$ cat config.mk
export PLATFORM = sky130hd
export DESIGN_NAME = rmw_traffic_gen
export DESIGN_NICKNAME = d
export VERILOG_FILES = /design/src/rtl/rmw_traffic_gen.sv
export SDC_FILE = /design/constraint.sdc
export NUM_CORES = 1
export LEC_CHECK = 0
export CORE_AREA = 10 10 190 192
export CTS_CLUSTER_DIAMETER = 100
export DETAILED_ROUTE_END_ITERATION = 8
export DIE_AREA = 0 0 200 202
export PLACE_DENSITY_LB_ADDON = 0.08
export REMOVE_ABC_BUFFERS = 1
export SETUP_SLACK_MARGIN = 0.4
export SYNTH_ARGS = -nofsm -noshare
export SYNTH_HDL_FRONTEND = slang
export SYNTH_SLANG_ARGS = --single-unit
$ cat constraint.sdc
create_clock -name clk -period 5.7 [get_ports clk]
set_input_delay 0.855 -clock clk [delete_from_list [all_inputs] [get_ports clk]]
set_output_delay 0.855 -clock clk [all_outputs]
set_load 0.1 [all_outputs]
$ cat src/rtl/rmw_traffic_gen.sv
// Random read-modify-write generator driving one req/wr/rdy memory port.
// Define RMW_READBACK_EN to add a verify read after every write.
module rmw_traffic_gen #(
  parameter int DATA_W = 64,
  parameter int ADDR_W = 64,
  parameter int CNT_W  = 32
) (
  input  logic              clk,
  input  logic              rst,
  input  logic              start,
  input  logic [31:0]       seed,
  input  logic [ADDR_W-1:0] range,
  input  logic [DATA_W-1:0] step,
  input  logic [CNT_W-1:0]  num_ops,
  output logic [ADDR_W-1:0] addr,
  output logic [DATA_W-1:0] dout,
  input  logic [DATA_W-1:0] din,
  output logic              req,
  output logic              wr,
  input  logic              rdy,
  output logic              busy,
  output logic              done,
  output logic [CNT_W-1:0]  op_count,
  output logic [CNT_W-1:0]  err_count
);

  typedef enum logic [2:0] {
    IDLE,
    GEN,
    RD,
    RW_GAP,
    WR,
    VR_GAP,
    VR,
    DONE
  } state_t;

  localparam logic [31:0] POLY = 32'h8020_0003;

  state_t            state_q, state_d;
  logic [31:0]       lfsr_q, lfsr_nx;
  logic [ADDR_W-1:0] addr_q, addr_gen;
  logic [DATA_W-1:0] dout_q, rdata_q;
  logic [CNT_W-1:0]  cnt_q, ops_q, cnt_inc;
  logic              start_ok, op_fin;

  assign lfsr_nx  = {1'b0, lfsr_q[31:1]} ^ (lfsr_q[0] ? POLY : 32'h0);
  assign cnt_inc  = cnt_q + CNT_W'(1);
  assign start_ok = start && (state_q == IDLE || state_q == DONE);

  generate
    if (ADDR_W > 32) begin : g_wide
      assign addr_gen = {{(ADDR_W-32){1'b0}}, lfsr_nx} & range;
    end else begin : g_narrow
      assign addr_gen = lfsr_nx[ADDR_W-1:0] & range;
    end
  endgenerate

  always_ff @(posedge clk) begin
    if (rst) state_q <= IDLE;
    else     state_q <= state_d;
  end

  always_comb begin
    state_d = state_q;
    op_fin  = 1'b0;
    unique case (state_q)
      IDLE, DONE: begin
        if (start)
          state_d = (num_ops == '0) ? DONE : GEN;
      end
      GEN:    state_d = RD;
      RD:     if (rdy) state_d = RW_GAP;
      RW_GAP: state_d = WR;
      WR: begin
        if (rdy) begin
`ifdef RMW_READBACK_EN
          state_d = VR_GAP;
`else
          op_fin  = 1'b1;
`endif
        end
      end
      VR_GAP: state_d = VR;
      VR:     if (rdy) op_fin = 1'b1;
      default: state_d = IDLE;
    endcase
    if (op_fin)
      state_d = (cnt_inc == ops_q) ? DONE : GEN;
  end

  always_ff @(posedge clk) begin
    if (rst) begin
      lfsr_q  <= 32'h1;
      addr_q  <= '0;
      dout_q  <= '0;
      rdata_q <= '0;
      cnt_q   <= '0;
      ops_q   <= '0;
    end else begin
      if (start_ok) begin
        lfsr_q <= (seed == 32'h0) ? 32'h1 : seed;
        cnt_q  <= '0;
        ops_q  <= num_ops;
      end
      if (state_q == GEN) begin
        lfsr_q <= lfsr_nx;
        addr_q <= addr_gen;
      end
      if (state_q == RD && rdy)
        rdata_q <= din;
      if (state_q == RW_GAP)
        dout_q <= rdata_q + step;
      if (op_fin)
        cnt_q <= cnt_inc;
    end
  end

`ifdef RMW_READBACK_EN
  logic [CNT_W-1:0] err_q;

  always_ff @(posedge clk) begin
    if (rst) begin
      err_q <= '0;
    end else if (start_ok) begin
      err_q <= '0;
    end else if (state_q == VR && rdy && din != dout_q) begin
      if (err_q != '1)
        err_q <= err_q + CNT_W'(1);
    end
  end

  assign err_count = err_q;
`else
  assign err_count = '0;
`endif

  assign req      = (state_q == RD) || (state_q == WR) || (state_q == VR);
  assign wr       = (state_q == WR);
  assign busy     = (state_q != IDLE) && (state_q != DONE);
  assign done     = (state_q == DONE);
  assign addr     = addr_q;
  assign dout     = dout_q;
  assign op_count = cnt_q;

endmodule

After elaboration in Yosys (flattened, before gate mapping)
Index checks and enable logic that the tools add are counted.
Widths: inputs -> output; s select.
Storage, ports and cells
  bits in registers: 291
  latch bits: 0
  memory bits (writable): 0
  ROM bits: 0
  output and inout port bits: 196
  logic and storage cells: 52
  memories: 0
Operators by class
  add/sub/neg operators: 2
  multiply operators: 0
  divide/modulo/power cells: 0
  $lt $le $gt $ge: 0
  equal/unequal tests: 11
  shifts and indexed selects: 0
  muxes and demuxes: 14
  bitwise gates (word level): 2
  reduce and logical (&&, ||, !) cells: 16
Operator list (count)
  $mux 32: 6
  $add 64x64->64: 1
  $and 32x64->64: 1
  $logic_not 32->1: 2
  $add 32x1->32 const B: 1
  $eq 32x32->1: 1
  $xor 31x32->32: 1
  $mux 3: 5
  $pmux 3 s5: 1
  $eq 3x3->1 const B: 4
  $ne 3x3->1 const B: 3
  $eq 3x2->1 const B: 2
  $reduce_bool 6->1: 1
  $reduce_bool 2->1: 2
  $reduce_or 2->1: 2
  $eq 3x1->1 const B: 1
  $logic_and 1x1->1: 3
  $logic_not 3->1: 1
  $logic_or 1x1->1: 3
  $reduce_and 3->1: 1
  $reduce_bool 3->1: 1
  $mux 1: 2

Logic depth before layout (Yosys ltp)
Gate-level depths: netlist (run 1).
  depth in word-level cells: 5
  depth in mapped cells: 12
  depth with buffers taken out: 12

Worst setup path after synthesis (run 1)
No wires, ideal clock.
  kind: flip-flop to flip-flop
  start point: reg cnt_q[0] (netlist: op_count[0])
  end point: reg state_q[2]
  setup time: 0.079 ns
  arrival time: 3.725 ns
  slack: 1.896 ns
  stages on the path, launching flop included: 13
  clock period less this slack: 3.804 ns
  path through: dfxtp_1 > ha_1 > and3_1 > nand4_4 > nor2_2 > and3_1 > clkbuf_1 > xnor2_1 > o211ai_1 > or4_1 > a2111oi_2 > nor2_1 > a211oi_2
Between the ends
  cells in the longest elaborated chain, start to end: 4
Ends and longest elaborated chain
  start, declared: line 44  | logic [CNT_W-1:0] cnt_q, ops_q, cnt_inc;
  start signal, assigned: line 115  | cnt_q <= cnt_inc;
  $add 32x1->32: line 48  | assign cnt_inc = cnt_q + CNT_W'(1);
  $eq 32x32->1: line 89  | state_d = (cnt_inc == ops_q) ? DONE : GEN;
  $mux 3: line 89
  $mux 3: line 88  | if (op_fin)
  end signal, assigned: line 61  | else state_q <= state_d;
  end, declared: line 40  | state_t state_q, state_d;
Every way passes these cells.
A chain may end at the register's enable or synchronous reset.

Final worst setup path (run 1)
  start point: in step[1]
  end point: reg dout_q[59] (netlist: dout[59])
Between the ends
  cells in the longest elaborated chain, start to end: 1
Ends and longest elaborated chain
  start, declared: line 13  | input logic [DATA_W-1:0] step,
  $add 64x64->64: line 113  | dout_q <= rdata_q + step;
  end signal, assigned: line 113
  end, declared: line 43  | logic [DATA_W-1:0] dout_q, rdata_q;
Every way passes these cells.

==> flow_summary.toml, run 1 <==
[timing]
worst_pin_slew_ns = 1.12
hold_violations = 0
setup_viol = 0
min_period_ns = 3.95
relSlewSlack_pct = 25.2
fmax_mhz = 253
fin_crit_sh_pct = 69.2
layout_setup_ws_ns = 1.75
maxSlewViolCount = 0
final.setup.tns_ns = 0
final.setup_skew_ns = 0.0187
hold-worst-slack_ns = 0.447
grt_setup_unrepaired = "false"

[grt]
grt_pass1_vias = 14544
grt_use_total_pct = 24.3
grt_max_degree = 142
grt-ovfl-total = 0
grt_antenna_before_repair = 8
grt_first_pass_wirelength_um = 80100

[outcome]
status = "finished clean"

[synthesis]
synth.distinct_cells = 78
ys.flop_type = "dfxtp_1"
ys_ff_latch = 259
syn_inst = 1984
seq_area_frac_synth_pct = 34.8
synth_warnings = 0
ys_async_sr_fraction_pct = 0
synth_area_per_cell_um2 = 7.52
netlist_area_mm2 = 0.0149
synth-edff-count = 0

[power]
p_leak_nw = 7.27
ir_drop_mv = 0.260
p_per_area_mw_per_mm2 = 363

[die]
dieArea_mm2 = 0.0404
die_w_um = 200
num_io_pins = 456
die_h_um = 202
start_util_pct = 46.2
core_area_mm2 = 0.0323
std_cell_rows = 66

[worst_setup_path]
worstSetupStartpointType = "input port"
reg2reg_from = "op_count[0]"
critical_path_class = "in2reg"
rr_worst_depth = 11
cp_max_fo = 4
startpoint = "step[1]"
reg2reg_setup_slack_ns = 1.93
critPathCapture = "dout[59]"
endpoint_kind = "register"
rr_endpoint = "state_q[2]"
worstPathRequired_ns = 6.18
arrival_ns = 4.42

[run]
cap_violations = 0

[finish]
final_nets = 2587
final_common_cell = "nand2_1"
final_cell_mix = "nand2_1, clkdlybuf4s50_1, a21oi_1"
drive_above_1_share_pct = 4.33
final_design_area_no_fill_mm2 = 0.0195
areaGrowthSynthToFinish_pct = 30.7

[drt]
drt_iter0_drc = 883
first_pass_iters = 5
wl_um = 51500
wire_per_inst_um = 18.9
ant_nets = 0
vias_per_cell = 5.45
drc = 0
via_count = 14885

[clock_tree]
clk_path_buf_depth = 3
htreeDepth = 1
cts_hold_buf = 0
cts.clk_slew.worst_paths_ns = 0.05
cts_root_buf = "clkbuf_16"
postCtsSetupBuffers = 0
numCtsBuffers = 31
cts.sinks = 259
cts_resized = 0
clk_latency_ns = 0.57
cts_tree = "done"

[placed_design]
placed_area_mm2 = 0.0184
gp_congestion = 0.888
post-place-ws_ns = 1.23
dpl.hpwl_um = 38100
portBuffers = 359

[worst_hold_path]
worstHoldPathType = "reg2reg"
## state kept, by name, summed over array words and instances, names as in the netlist
| register | count |
|---|---|
| addr | 32 |
| lfsr_q | 32 |
| rdata_q | 64 |
| op_count | 32 |
| dout | 64 |
| state_q | 3 |
| ops_q | 32 |
## per-stage QoR
stage	util [%]	total power, mW	cells
detailed placement	57.1	5.08	2671
global placement	57.1	5.04	2671
finish	60.4	7.08	2731
CTS	60.3	7.12	2727
floorplan	-	4.21	1857
global route	60.3	7.45	2728
## logic make-up after synthesis
kind of cell | count (synthesis) | share of synthesized area [%]
compound gates | 577 | 23.2
simple gates | 771 | 23.4
xor+xnor | 100 | 5.87
fa+ha+maj | 65 | 5.50
flops | 259 | 34.8
mux | 2 | 0.134
other cells | 1 | 0.0251
buf+inv | 209 | 7.16
## worst max-delay path: stages
cell and delay [ns]:
clkdlybuf4s50_1 0.46, ha_1 0.33, a211oi_1 0.41, o21ai_2 0.17, a211oi_2 0.36, o311ai_4 0.18, o2111ai_1 0.47, o31ai_2 0.20
a211oi_2 0.38, o21ai_0 0.21, xnor2_1 0.16, a211oi_1 0.23
## area by class of cell
type,count,area [um^2]
Clock buffer,47,936
Clock inverter,9,104
Tap cell,442,553
Sequential cell,259,5180
Antenna cell,4,10.0
Multi-Input combinational cell,1579,8930
Timing Repair Buffer,372,3700
Inverter,19,71.3
Fill cell,2984,12800
## report_power, final
group	leakage, nW	switching, mW	internal [mW]
Clock	0.510	0.806	1.21
Sequential	2.10	0.199	2.06
Combinational	4.66	1.97	0.836
## routing by layer
metal | GRT usage (%) | vias to the layer above | routed length [um]
li1 | - | 7407 | -
met1 | 30.0 | 6933 | 21500
met2 | 40.8 | 476 | 24400
met3 | 7.09 | 59 | 4670
met4 | 4.92 | 10 | 813
met5 | 0 | - | 70
## Yosys cell counts, types with 8 or more instances
library cell  instances  area (um^2)
and4_1                8         70.1
nor2b_1              11         68.8
dfxtp_1             259         5180
nor3_1               25          125
o21bai_1             13         97.6
inv_1                19         71.3
nand4_1              29          181
nand2_1             421         1580
nor2_1              112          420
ha_1                 64          801
a21oi_1             310         1550
nand2b_1             10         62.6
o21a_1               12         90.1
xor2_1               39          342
a21o_1               19          143
clkbuf_1            100          375
nor4_1               22          138
o211ai_1             15          113
a211oi_1             15          113
and3_1               17          106
o21ai_0              80          400
or3_1                16          100
nand3_1              62          310
buf_2                14         70.1
buf_4                66          495
xnor2_1              61          534
a22oi_1              39          293
a31oi_1               9         56.3
## how the worst min path moves through the flow
stage               start         end  slack, ns  cells after the start
2_1_floorplan  rdata_q[0]  rdata_q[0]       0.43                      2
3_3_place_gp     dout[63]    dout[63]       0.44                      2
3_5_place_dp     dout[63]    dout[63]       0.44                      2
4_1_cts          dout[63]    dout[63]       0.45                      2
5_1_grt          dout[35]    dout[35]       0.47                      2
6_report         dout[63]    dout[63]       0.45                      2
Power figures use the tool's default switching activity.
==> run 2, diff against run 1 <==
- clock period: 5.7 -> 4 ns (I/O delays scaled with it)
==> run 2 against run 1 <==
  * Die area unchanged
  * Global-route usage grew 0.18 points
  * Clock skew down 0.0087 ns
  * Critical path depth increased by 2
  * Sequential cell count unchanged
  * Via count increased by 1.3%
  * Combinational power up 46%
  * Design area increased by 1.8%
  * Clock-buffer cell count shrank 4
  * Critical endpoint is now dout[60]
==> flow_summary.toml, run 2 (synthesis results as in run 1) <==
[clock_tree]
clk_path_buf_depth = 3
cts_hold_buf = 0
numCtsBuffers = 29
cts_resized = 0
cts.clk_slew.worst_paths_ns = 0.06
cts.sinks = 259
cts_root_buf = "clkbuf_16"
htreeDepth = 1
cts_tree = "done"
clk_latency_ns = 0.56
postCtsSetupBuffers = 0

[timing]
setup_viol = 0
final.setup.tns_ns = 0
relSlewSlack_pct = 24.4
fin_crit_sh_pct = 84.9
hold_violations = 0
grt_setup_unrepaired = "false"
final.setup_skew_ns = 0.0101
maxSlewViolCount = 0
fmax_mhz = 294
worst_pin_slew_ns = 1.13
min_period_ns = 3.40

[finish]
final_cell_mix = "nand2_1, clkdlybuf4s50_1, a21oi_1"
final_design_area_no_fill_mm2 = 0.0198
drive_above_1_share_pct = 6.76
areaGrowthSynthToFinish_pct = 33.1
final_common_cell = "nand2_1"
num-fill-cells = 3027
final_nets = 2641

[worst_setup_path]
worstPathRequired_ns = 4.49
endpoint_kind = "register"
critical_path_class = "in2reg"
rr_worst_depth = 12
crit_chain = "clkdlybuf4s50_1, ha_1, fa_1, a211o_1, o211ai_1, a211oi_1, nor3_1, buf_4, o22a_1, o31a_1, o2111ai_1, and3_1, o31ai_1, nor2b_1"
worstSetupStartpointType = "input port"
cp_max_fo = 3
rr_endpoint = "state_q[1]"
crit_path_top_delay_cell = "fa_1"
reg2reg_from = "op_count[0]"
max_stage_delay_ns = 0.44
arrival_ns = 3.89
cpLargestDelayFamily = "compound AO/OA/AOI/OAI gates"
cp_num_buf_inv = 2
reg2reg_setup_slack_ns = 0.61
worst-path-stages = 14

[drt]
drt_iter0_drc = 866
via_count = 15084
wl_um = 51900
first_pass_iters = 5
wire_per_inst_um = 18.7
drc = 0
ant_nets = 0
vias_per_cell = 5.42

[worst_hold_path]
hold_depth = 2
worstHoldStart = "rst"
hold-path-endpoint = "dout[51]"
worstHoldPathType = "in2reg"

[die]
num_io_pins = 456
die_h_um = 202
core_area_mm2 = 0.0323
dieArea_mm2 = 0.0404
start_util_pct = 46.2
std_cell_rows = 66
die_w_um = 200

[grt]
grt_antenna_before_repair = 7
grt_use_total_pct = 24.5
grt_first_pass_wirelength_um = 80800
grt_max_degree = 73
grt_pass1_vias = 15012
grt-ovfl-total = 0

[outcome]
status = "finished clean"

[power]
p_per_area_mw_per_mm2 = 505
p_leak_nw = 7.51
ir_drop_mv = 0.417

[placed_design]
portBuffers = 359
gp_congestion = 0.936
placed_area_mm2 = 0.0189
dpl.hpwl_um = 39300

[run]
cap_violations = 0
## run 2: area by class of cell
class / count / area [um^2] / area share [%]
multi-input combinational: 1579 / 8940 / 45.0
sequential: 259 / 5190 / 26.1
timing repair buffer: 428 / 4120 / 20.7
clock buffer: 43 / 868 / 4.37
tap: 442 / 553 / 2.79
clock inverter: 8 / 101 / 0.511
inverter: 19 / 71.3 / 0.359
antenna: 4 / 10.0 / 0.0504
## run 2: power breakdown
part | total [mW] | switching (mW) | internal [mW]
registers | 3.21 | 0.282 | 2.93
clock network | 2.72 | 1.10 | 1.62
logic | 4.09 | 2.83 | 1.26
## run 2: layer usage
layer,global-route usage (%),share of wire (%),wire length (um)
met1,30.1,42,21900
met5,0,0.062,32
met3,7.23,9.0,4660
met4,6.22,2.5,1280
met2,40.7,46,24000
## run 2: worst max-delay path by stage
| stage | endpoint | startpoint |
|---|---|---|
| CTS | state_q[1] | op_count[0] |
| finish | dout[60] | step[0] |
| global route | dout[60] | step[0] |
| global placement | dout[53] | step[28] |
| floorplan | lfsr_q[1] | state_q[0] |
| detailed placement | dout[38] | step[0] |
## run 2: through the flow
step	utilization [%]	power (mW)	std cells	hold slack (ns)	setup WS, ns
2_1_floorplan	-	6.00	1857	0.434	-2.18
3_3_place_gp	58.4	7.28	2727	0.434	0.0418
3_5_place_dp	58.4	7.33	2727	0.441	0.0239
4_1_cts	61.4	10.1	2778	0.370	0.487
5_1_grt	61.5	10.6	2780	0.387	0.415
6_report	61.5	10.0	2782	0.389	0.602
